**src/rtl/serial_adder.sv**
```systemverilog
// Bit-serial WIDTH-bit add/subtract unit: one full-adder slice plus a carry flop,
// LSB first, with a start/busy/done handshake.
module serial_adder #(
    parameter int unsigned WIDTH = 8
) (
    input  logic             clk,
    input  logic             rst_n,
    input  logic             start,
    input  logic             sub,
    input  logic [WIDTH-1:0] a,
    input  logic [WIDTH-1:0] b,
    output logic             busy,
    output logic             done,
    output logic [WIDTH-1:0] sum,
    output logic             carry,
    output logic             ovf
);

    localparam int unsigned CW = $clog2(WIDTH) + 1;

    typedef enum logic [0:0] {StIdle, StRun} state_e;

    state_e           state_q, state_d;
    logic [WIDTH-1:0] ra_q, rb_q, rs_q, rs_d;
    logic [CW-1:0]    cnt_q;
    logic             c_q;
    logic             s_bit, c_out, last;

    assign s_bit = ra_q[0] ^ rb_q[0] ^ c_q;
    assign c_out = (ra_q[0] & rb_q[0]) | (ra_q[0] & c_q) | (rb_q[0] & c_q);
    assign last  = (cnt_q == CW'(WIDTH - 1));
    // New bit enters at the MSB so that after WIDTH shifts the result is aligned.
    assign rs_d  = (rs_q >> 1) | (WIDTH'(s_bit) << (WIDTH - 1));

    always_ff @(posedge clk or negedge rst_n) begin
        if (!rst_n) begin
            state_q <= StIdle;
        end else begin
            state_q <= state_d;
        end
    end

    always_comb begin
        state_d = state_q;
        unique case (state_q)
            StIdle: if (start) state_d = StRun;
            StRun:  if (last)  state_d = StIdle;
        endcase
    end

    always_comb begin
        busy = (state_q == StRun);
    end

    always_ff @(posedge clk or negedge rst_n) begin
        if (!rst_n) begin
            ra_q  <= '0;
            rb_q  <= '0;
            rs_q  <= '0;
            cnt_q <= '0;
            c_q   <= 1'b0;
            sum   <= '0;
            carry <= 1'b0;
            ovf   <= 1'b0;
            done  <= 1'b0;
        end else begin
            done <= 1'b0;
            unique case (state_q)
                StIdle: begin
                    if (start) begin
                        ra_q  <= a;
                        rb_q  <= b ^ {WIDTH{sub}};
                        c_q   <= sub;
                        cnt_q <= '0;
                    end
                end
                StRun: begin
                    ra_q  <= ra_q >> 1;
                    rb_q  <= rb_q >> 1;
                    rs_q  <= rs_d;
                    c_q   <= c_out;
                    cnt_q <= cnt_q + CW'(1);
                    if (last) begin
                        // c_q here is the carry into the MSB (equals sub when WIDTH=1).
                        sum   <= rs_d;
                        carry <= c_out;
                        ovf   <= c_q ^ c_out;
                        done  <= 1'b1;
                    end
                end
            endcase
        end
    end

endmodule

```
**config.mk**
```make
export PLATFORM = sky130hd
export DESIGN_NAME = serial_adder
export DESIGN_NICKNAME = d
export VERILOG_FILES = /design/src/rtl/serial_adder.sv
export SDC_FILE = /design/constraint.sdc
export NUM_CORES = 1
export LEC_CHECK = 0
export CAP_MARGIN = 20
export CORE_ASPECT_RATIO = 1.75
export CORE_MARGIN = 4
export CORE_UTILIZATION = 46
export DETAILED_ROUTE_END_ITERATION = 8
export GPL_TIMING_DRIVEN = 0
export PLACE_DENSITY_LB_ADDON = 0.12
export RECOVER_POWER = 100
export SKIP_LAST_GASP = 1
export SLEW_MARGIN = 20
export SYNTH_ARGS = -nofsm -noshare
export SYNTH_HDL_FRONTEND = slang
export SYNTH_SLANG_ARGS = --single-unit
```
**constraint.sdc**
```tcl
create_clock -name clk -period 1.3 [get_ports clk]
set_input_delay 0.13 -clock clk [delete_from_list [all_inputs] [get_ports clk]]
set_output_delay 0.13 -clock clk [all_outputs]
set_load 0.02 [all_outputs]
```
# Yosys cells after proc, flatten, opt, wreduce, memory -nomap -nowiden
# Cells that the tools add are included.
dict set report classes {
  add_sub_neg 1
  n_eq_ne 2
  mux 13
  bitwise 11
  reduce_logical 1
}
# operator n
set ops {}
lappend ops {{$pmux W8 S2} 2}
lappend ops {{$mux W8} 2}
lappend ops {{$or A7 B8 Y8} 1}
lappend ops {{$pmux W4 S2} 1}
lappend ops {{$xor A8 B8 Y8} 1}
lappend ops {{$mux W1} 5}
lappend ops {{$add A4 B1 Y4 const B} 1}
lappend ops {{$eq A4 B3 Y1 const B} 1}
lappend ops {{$mux W4} 1}
lappend ops {{$pmux W1 S2} 2}
lappend ops {{$and A1 B1 Y1} 3}
lappend ops {{$xor A1 B1 Y1} 3}
lappend ops {{$ne A2 B2 Y1 const B} 1}
lappend ops {{$or A1 B1 Y1} 2}
lappend ops {{$reduce_and A2 Y1} 1}
lappend ops {{$not A1 Y1} 1}
dict set report word_totals {
  ff_bits 41
  in_bits 20
  out_inout_bits 12
}

# Longest topological paths before layout
dict set report logic_depth {
  ltp_word 4
  depth_mapped 5
  depth_no_buf 4
}

# Worst setup path after synthesis
# Ideal clock, no wire load.
dict set report synth_path {
  kind {register to register}
  from {reg state_q, in the netlist busy}
  to {reg carry}
  setup_ps 125
  arrival_ps 1190
  required_ps 1175
  setup_slack_ps -16
  stages_incl_launch_ff 5
  n_path_buf 2
  path_cell_list {dfrtp_1 > buf_4 > nand4b_4 > buf_6 > mux2_4}
}
dict set report synth_via {
  elab_chain_cells 1
}
# element line_no
set synth_lines {}
lappend synth_lines {{start, declared} 23} ;# state_e state_q, state_d;
lappend synth_lines {{start signal, assigned} 37} ;# state_q <= StIdle;
lappend synth_lines {{start signal, assigned} 39} ;# state_q <= state_d;
lappend synth_lines {{$reduce_and A2 Y1 (no source line)} n/a}
lappend synth_lines {{end signal, assigned} 86} ;# carry <= c_out;
lappend synth_lines {{end, declared} 15} ;# output logic carry,
# Every way passes these cells.
# A chain may end at the register's enable or synchronous reset.

# Final worst setup path
dict set report layout_path {
  from {reg cnt_q[1]}
  to {reg sum[7]}
}
dict set report layout_via {
  elab_chain_cells 2
}
# element line_no
set layout_lines {}
lappend layout_lines {{start, declared} 25} ;# logic [CW-1:0] cnt_q;
lappend layout_lines {{start signal, assigned} 82} ;# cnt_q <= cnt_q + CW'(1);
lappend layout_lines {{$eq A4 B3 Y1} 31} ;# assign last = (cnt_q == CW'(WIDTH - 1));
lappend layout_lines {{$reduce_and A2 Y1 (no source line)} n/a}
lappend layout_lines {{end signal, assigned} 85} ;# sum <= rs_d;
lappend layout_lines {{end, declared} 14} ;# output logic [WIDTH-1:0] sum,
# Every way passes these cells.

==> report_table.html <==
<table>
<tr><th>Metric</th><th>Value</th></tr>
<tr><th colspan="2">Outcome</th></tr>
<tr><td>Run status</td><td>completed</td></tr>
<tr><th colspan="2">Setup path</th></tr>
<tr><td>Slowest CP cell</td><td>sky130_fd_sc_hd__dfrtp_1</td></tr>
<tr><td>Capturing element type of the critical path</td><td>flip-flop</td></tr>
<tr><td>Stage delay of the slowest cell on the critical path</td><td>0.40 ns</td></tr>
<tr><td>Kind of start point of the critical path</td><td>flip-flop</td></tr>
<tr><td>Category of the most critical setup path</td><td>reg -&gt; reg</td></tr>
<tr><td>Data arrival time at the worst-slack endpoint</td><td>1.47 ns</td></tr>
<tr><td>Chain of cells forming the critical path</td><td>ha_4 &gt; nand4b_4 &gt; clkbuf_16 &gt; mux2_4</td></tr>
<tr><td>Start point of the critical path</td><td>cnt_q[1]</td></tr>
<tr><td>Critical path's top delay family</td><td>flip-flops</td></tr>
<tr><td>Critical-path maximum fanout</td><td>4</td></tr>
<tr><td>Data required, critical path</td><td>1.47 ns</td></tr>
<tr><td>Count of buffer and inverter cells on the critical path</td><td>1</td></tr>
<tr><td>Startpoint of the lowest-slack register-to-register path</td><td>cnt_q[1]</td></tr>
<tr><th colspan="2">Route</th></tr>
<tr><td>First-pass detailed-route iteration total</td><td>4</td></tr>
<tr><td>Remaining routing DRC violations</td><td>0</td></tr>
<tr><td>Routed len/inst</td><td>14.5 microns</td></tr>
<tr><td>Antenna violation net count after detailed routing</td><td>0</td></tr>
<tr><td>Routed via count</td><td>1,176</td></tr>
<tr><td>Routed via count divided by cell count</td><td>5.05</td></tr>
<tr><td>Number of DRC markers in iteration 0</td><td>18</td></tr>
<tr><td>Overall routed net length</td><td>3380 microns</td></tr>
<tr><th colspan="2">Die</th></tr>
<tr><td>Die width</td><td>55.1 microns</td></tr>
<tr><td>Total die area</td><td>4980 sq um</td></tr>
<tr><td>Core region area</td><td>3700 sq um</td></tr>
<tr><td>Cell row count</td><td>29</td></tr>
<tr><td>Number of top-level pins</td><td>32</td></tr>
<tr><td>Die H</td><td>90.4 microns</td></tr>
<tr><td>Initial Util</td><td>48.3%</td></tr>
<tr><th colspan="2">Finish</th></tr>
<tr><td>Post-Layout Inst Area</td><td>2350 sq um</td></tr>
<tr><td>Fraction of layout cells with a size suffix above 1</td><td>24.1%</td></tr>
<tr><td>Antenna fix cells</td><td>0</td></tr>
<tr><td>Final Non-Filler Cells</td><td>233</td></tr>
<tr><td>Number of nets in the finished design</td><td>208</td></tr>
<tr><td>Utilization after layout</td><td>63.5%</td></tr>
<tr><td>Signed area change from the synthesized netlist to the final layout</td><td>31.4%</td></tr>
<tr><th colspan="2">Global route</th></tr>
<tr><td>GRT Overall Usage</td><td>16.3%</td></tr>
<tr><td>Met3 Use GR</td><td>4.96%</td></tr>
<tr><td>Most used routing layer</td><td>met2</td></tr>
<tr><td>Sum of overflow across all layers after global routing</td><td>0</td></tr>
<tr><td>Global-route wire length before repair</td><td>5950 microns</td></tr>
<tr><td>Initial antenna violation count</td><td>0</td></tr>
<tr><td>Fraction of met2 tracks used by global routing</td><td>27.0%</td></tr>
<tr><td>Number of global-route vias before repair</td><td>1,259</td></tr>
<tr><td>Largest net degree at the start of global routing</td><td>23</td></tr>
<tr><td>Met1 demand-to-capacity share in global routing</td><td>19.4%</td></tr>
<tr><th colspan="2">Placement</th></tr>
<tr><td>Cell total after placement</td><td>215</td></tr>
<tr><td>Placer Congestion</td><td>0.692</td></tr>
<tr><td>Total cell area at the placement stage</td><td>2160 sq um</td></tr>
<tr><td>Buffers added on ports</td><td>29</td></tr>
<tr><td>Post-detailed-placement half-perimeter wirelength</td><td>2380 microns</td></tr>
<tr><th colspan="2">STA</th></tr>
<tr><td>Final-report hold violation count</td><td>0</td></tr>
<tr><td>Final worst hold slack</td><td>0.248 ns</td></tr>
<tr><td>Finish-stage setup viols</td><td>0</td></tr>
<tr><td>Slew at the pin with the worst max-slew slack</td><td>0.455 ns</td></tr>
<tr><td>Share of the clock period used by the worst path</td><td>99.5%</td></tr>
<tr><td>Number of max-slew violations in the final report</td><td>0</td></tr>
<tr><td>RSZ-0062 raised after global routing</td><td>true</td></tr>
<tr><td>Final critical path time including I/O delays and setup</td><td>1.29 ns</td></tr>
<tr><td>Setup clock skew after layout</td><td>0.00403 ns</td></tr>
<tr><td>Normalized max-slew margin</td><td>69.7%</td></tr>
<tr><td>Fmax</td><td>0.773 GHz</td></tr>
<tr><th colspan="2">Clock tree</th></tr>
<tr><td>Cts bufs inserted</td><td>5</td></tr>
<tr><td>Post-CTS clock slew at the launch and capture registers of the worst setup and hold paths</td><td>0.08 ns</td></tr>
<tr><td>Worst skew pair latency</td><td>0.28 ns</td></tr>
<tr><td>Number of clock sinks seen by CTS</td><td>40</td></tr>
<tr><td>Clock tree from TritonCTS</td><td>done</td></tr>
<tr><td>Number of buffers on the longest clock path</td><td>2</td></tr>
<tr><td>Cell chosen for the clock root</td><td>sky130_fd_sc_hd__clkbuf_8</td></tr>
<tr><td>CTS H-Tree Depth</td><td>2</td></tr>
<tr><th colspan="2">Flow run</th></tr>
<tr><td>Count of max-cap constraint violations</td><td>0</td></tr>
<tr><th colspan="2">Power</th></tr>
<tr><td>Total power per unit cell area</td><td>2150 nW/um^2</td></tr>
<tr><td>Final Power</td><td>5040 uW</td></tr>
<tr><td>Cell leakage power</td><td>0.00116 uW</td></tr>
<tr><td>Maximum ir drop on the vdd rail</td><td>1180 uV</td></tr>
<tr><th colspan="2">Yosys</th></tr>
<tr><td>Average cell area after synthesis</td><td>12.9 sq um</td></tr>
<tr><td>Top-area cell type share of the netlist area</td><td>56.0%</td></tr>
<tr><td>Post-synthesis instance area</td><td>1790 sq um</td></tr>
<tr><td>Syn. warnings</td><td>0</td></tr>
<tr><td>Post-synthesis cell type count</td><td>21</td></tr>
<tr><td>Cell type with the highest aggregate area in the netlist</td><td>sky130_fd_sc_hd__dfrtp_1</td></tr>
<tr><td>Main area contributors after synthesis</td><td>sky130_fd_sc_hd__dfrtp_1 (56%), sky130_fd_sc_hd__mux2i_1 (9.5%), sky130_fd_sc_hd__mux2_4 (5.9%)</td></tr>
<tr><td>Sequential element share of the synthesized area</td><td>56.0%</td></tr>
<tr><td>Gate count of the mapped netlist</td><td>139</td></tr>
<tr><td>Syn Nets</td><td>161</td></tr>
<tr><td>Total of flip-flops plus latches after synthesis</td><td>40</td></tr>
<tr><th colspan="2">Worst hold path</th></tr>
<tr><td>Class of the tightest hold or removal check</td><td>in -&gt; reg</td></tr>
<tr><td>Beginning of the worst hold path</td><td>start</td></tr>
</table>
## area by class of cell
type                            count  area, sq um
Buffer                              9         60.1
Clock buffer                        6         72.6
Clock inverter                      2         35.0
Fill cell                         309         1350
Inverter                            1         3.75
Multi-Input combinational cell     89          744
Sequential cell                    40         1000
Tap cell                           46         57.6
Timing Repair Buffer               40          373
## worst reg2reg max path, delay by kind of cell, from the launching register on
kind	cells	cell delay, ns
flops	1	0.40
mux	1	0.29
buf+inv	1	0.19
fa+ha+maj	1	0.17
simple gates	1	0.14
## metrics by stage
step	setup WS, ns	setup TNS, ns
final	0.00642	0
after CTS	0.000902	0
after global routing	-0.0352	-0.269
after detailed placement	-0.0470	-0.308
after floorplan	0.0156	0
after global placement	-0.968	-33.34
## flip-flops by register name (all words and copies together), names as in the netlist
name,cells
ra_q,8
rb_q,8
sum,8
rs_q,7
cnt_q,4
busy,1
c_q,1
carry,1
done,1
ovf,1
## repair_timing
action	CTS	global route
pin swaps	0	1
cloned	0	1
buffers inserted	3	5
endpoints found under the hold margin	18	0
hold buffers	1	0
gates resized for setup	14	6
endpoints found under the setup margin	20	23
## cells in the mapped netlist (all sizes together)
library cell and number:
dfrtp 40, mux2i 17, mux2 16, nand2 16, o21ai 16, xor2 8
buf 6, nor2 4, a22o 3, clkbuf 3, xnor2 3, a211oi 1
fa 1, ha 1, inv 1, nand2b 1, nand3 1, nand4b 1
## per-layer routing
layer / wire [microns] / vias to the layer above
met3: 215 / 2
li1: - / 568
met2: 1830 / 35
met1: 1300 / 571
met5: 0 / -
met4: 27 / 0
## power by group
| group | switching, uW | internal (uW) |
|---|---|---|
| clock | 406 | 569 |
| sequential | 318 | 1740 |
| combinational | 924 | 1080 |
## worst paths after layout
check                      cells after the start  slack [ns]       to
max                                            4       0.006   sum[7]
min                                            3        0.25  rb_q[7]
max reg2reg                                    4       0.006   sum[7]
min reg2reg                                    2        0.48  ra_q[1]
max in group asynchronous                      3        0.27  rb_q[0]
min in group asynchronous                      2        0.32   sum[2]
## cell usage in the layout (no fill, tap or decap), types with 5 or more instances in the layout
cell and n:
sky130_fd_sc_hd__clkbuf_8 5, sky130_fd_sc_hd__mux2_2 9, sky130_fd_sc_hd__dfrtp_1 39, sky130_fd_sc_hd__nand2_1 16, sky130_fd_sc_hd__xor2_1 8, sky130_fd_sc_hd__clkdlybuf4s50_1 16
sky130_fd_sc_hd__o21ai_0 16, sky130_fd_sc_hd__dlygate4sd2_1 12, sky130_fd_sc_hd__buf_4 10, sky130_fd_sc_hd__mux2i_1 17, sky130_fd_sc_hd__mux2_4 7
## cell families after synthesis
kind of cell / Yosys count / share of synthesized area [%]
compound gates: 20 / 6.37
xor+xnor: 11 / 5.39
fa+ha+maj: 2 / 1.82
buf+inv: 10 / 3.15
flops: 40 / 56.0
mux: 33 / 21.1
simple gates: 23 / 6.16
Note: power is estimated with default switching activity, not from simulation.
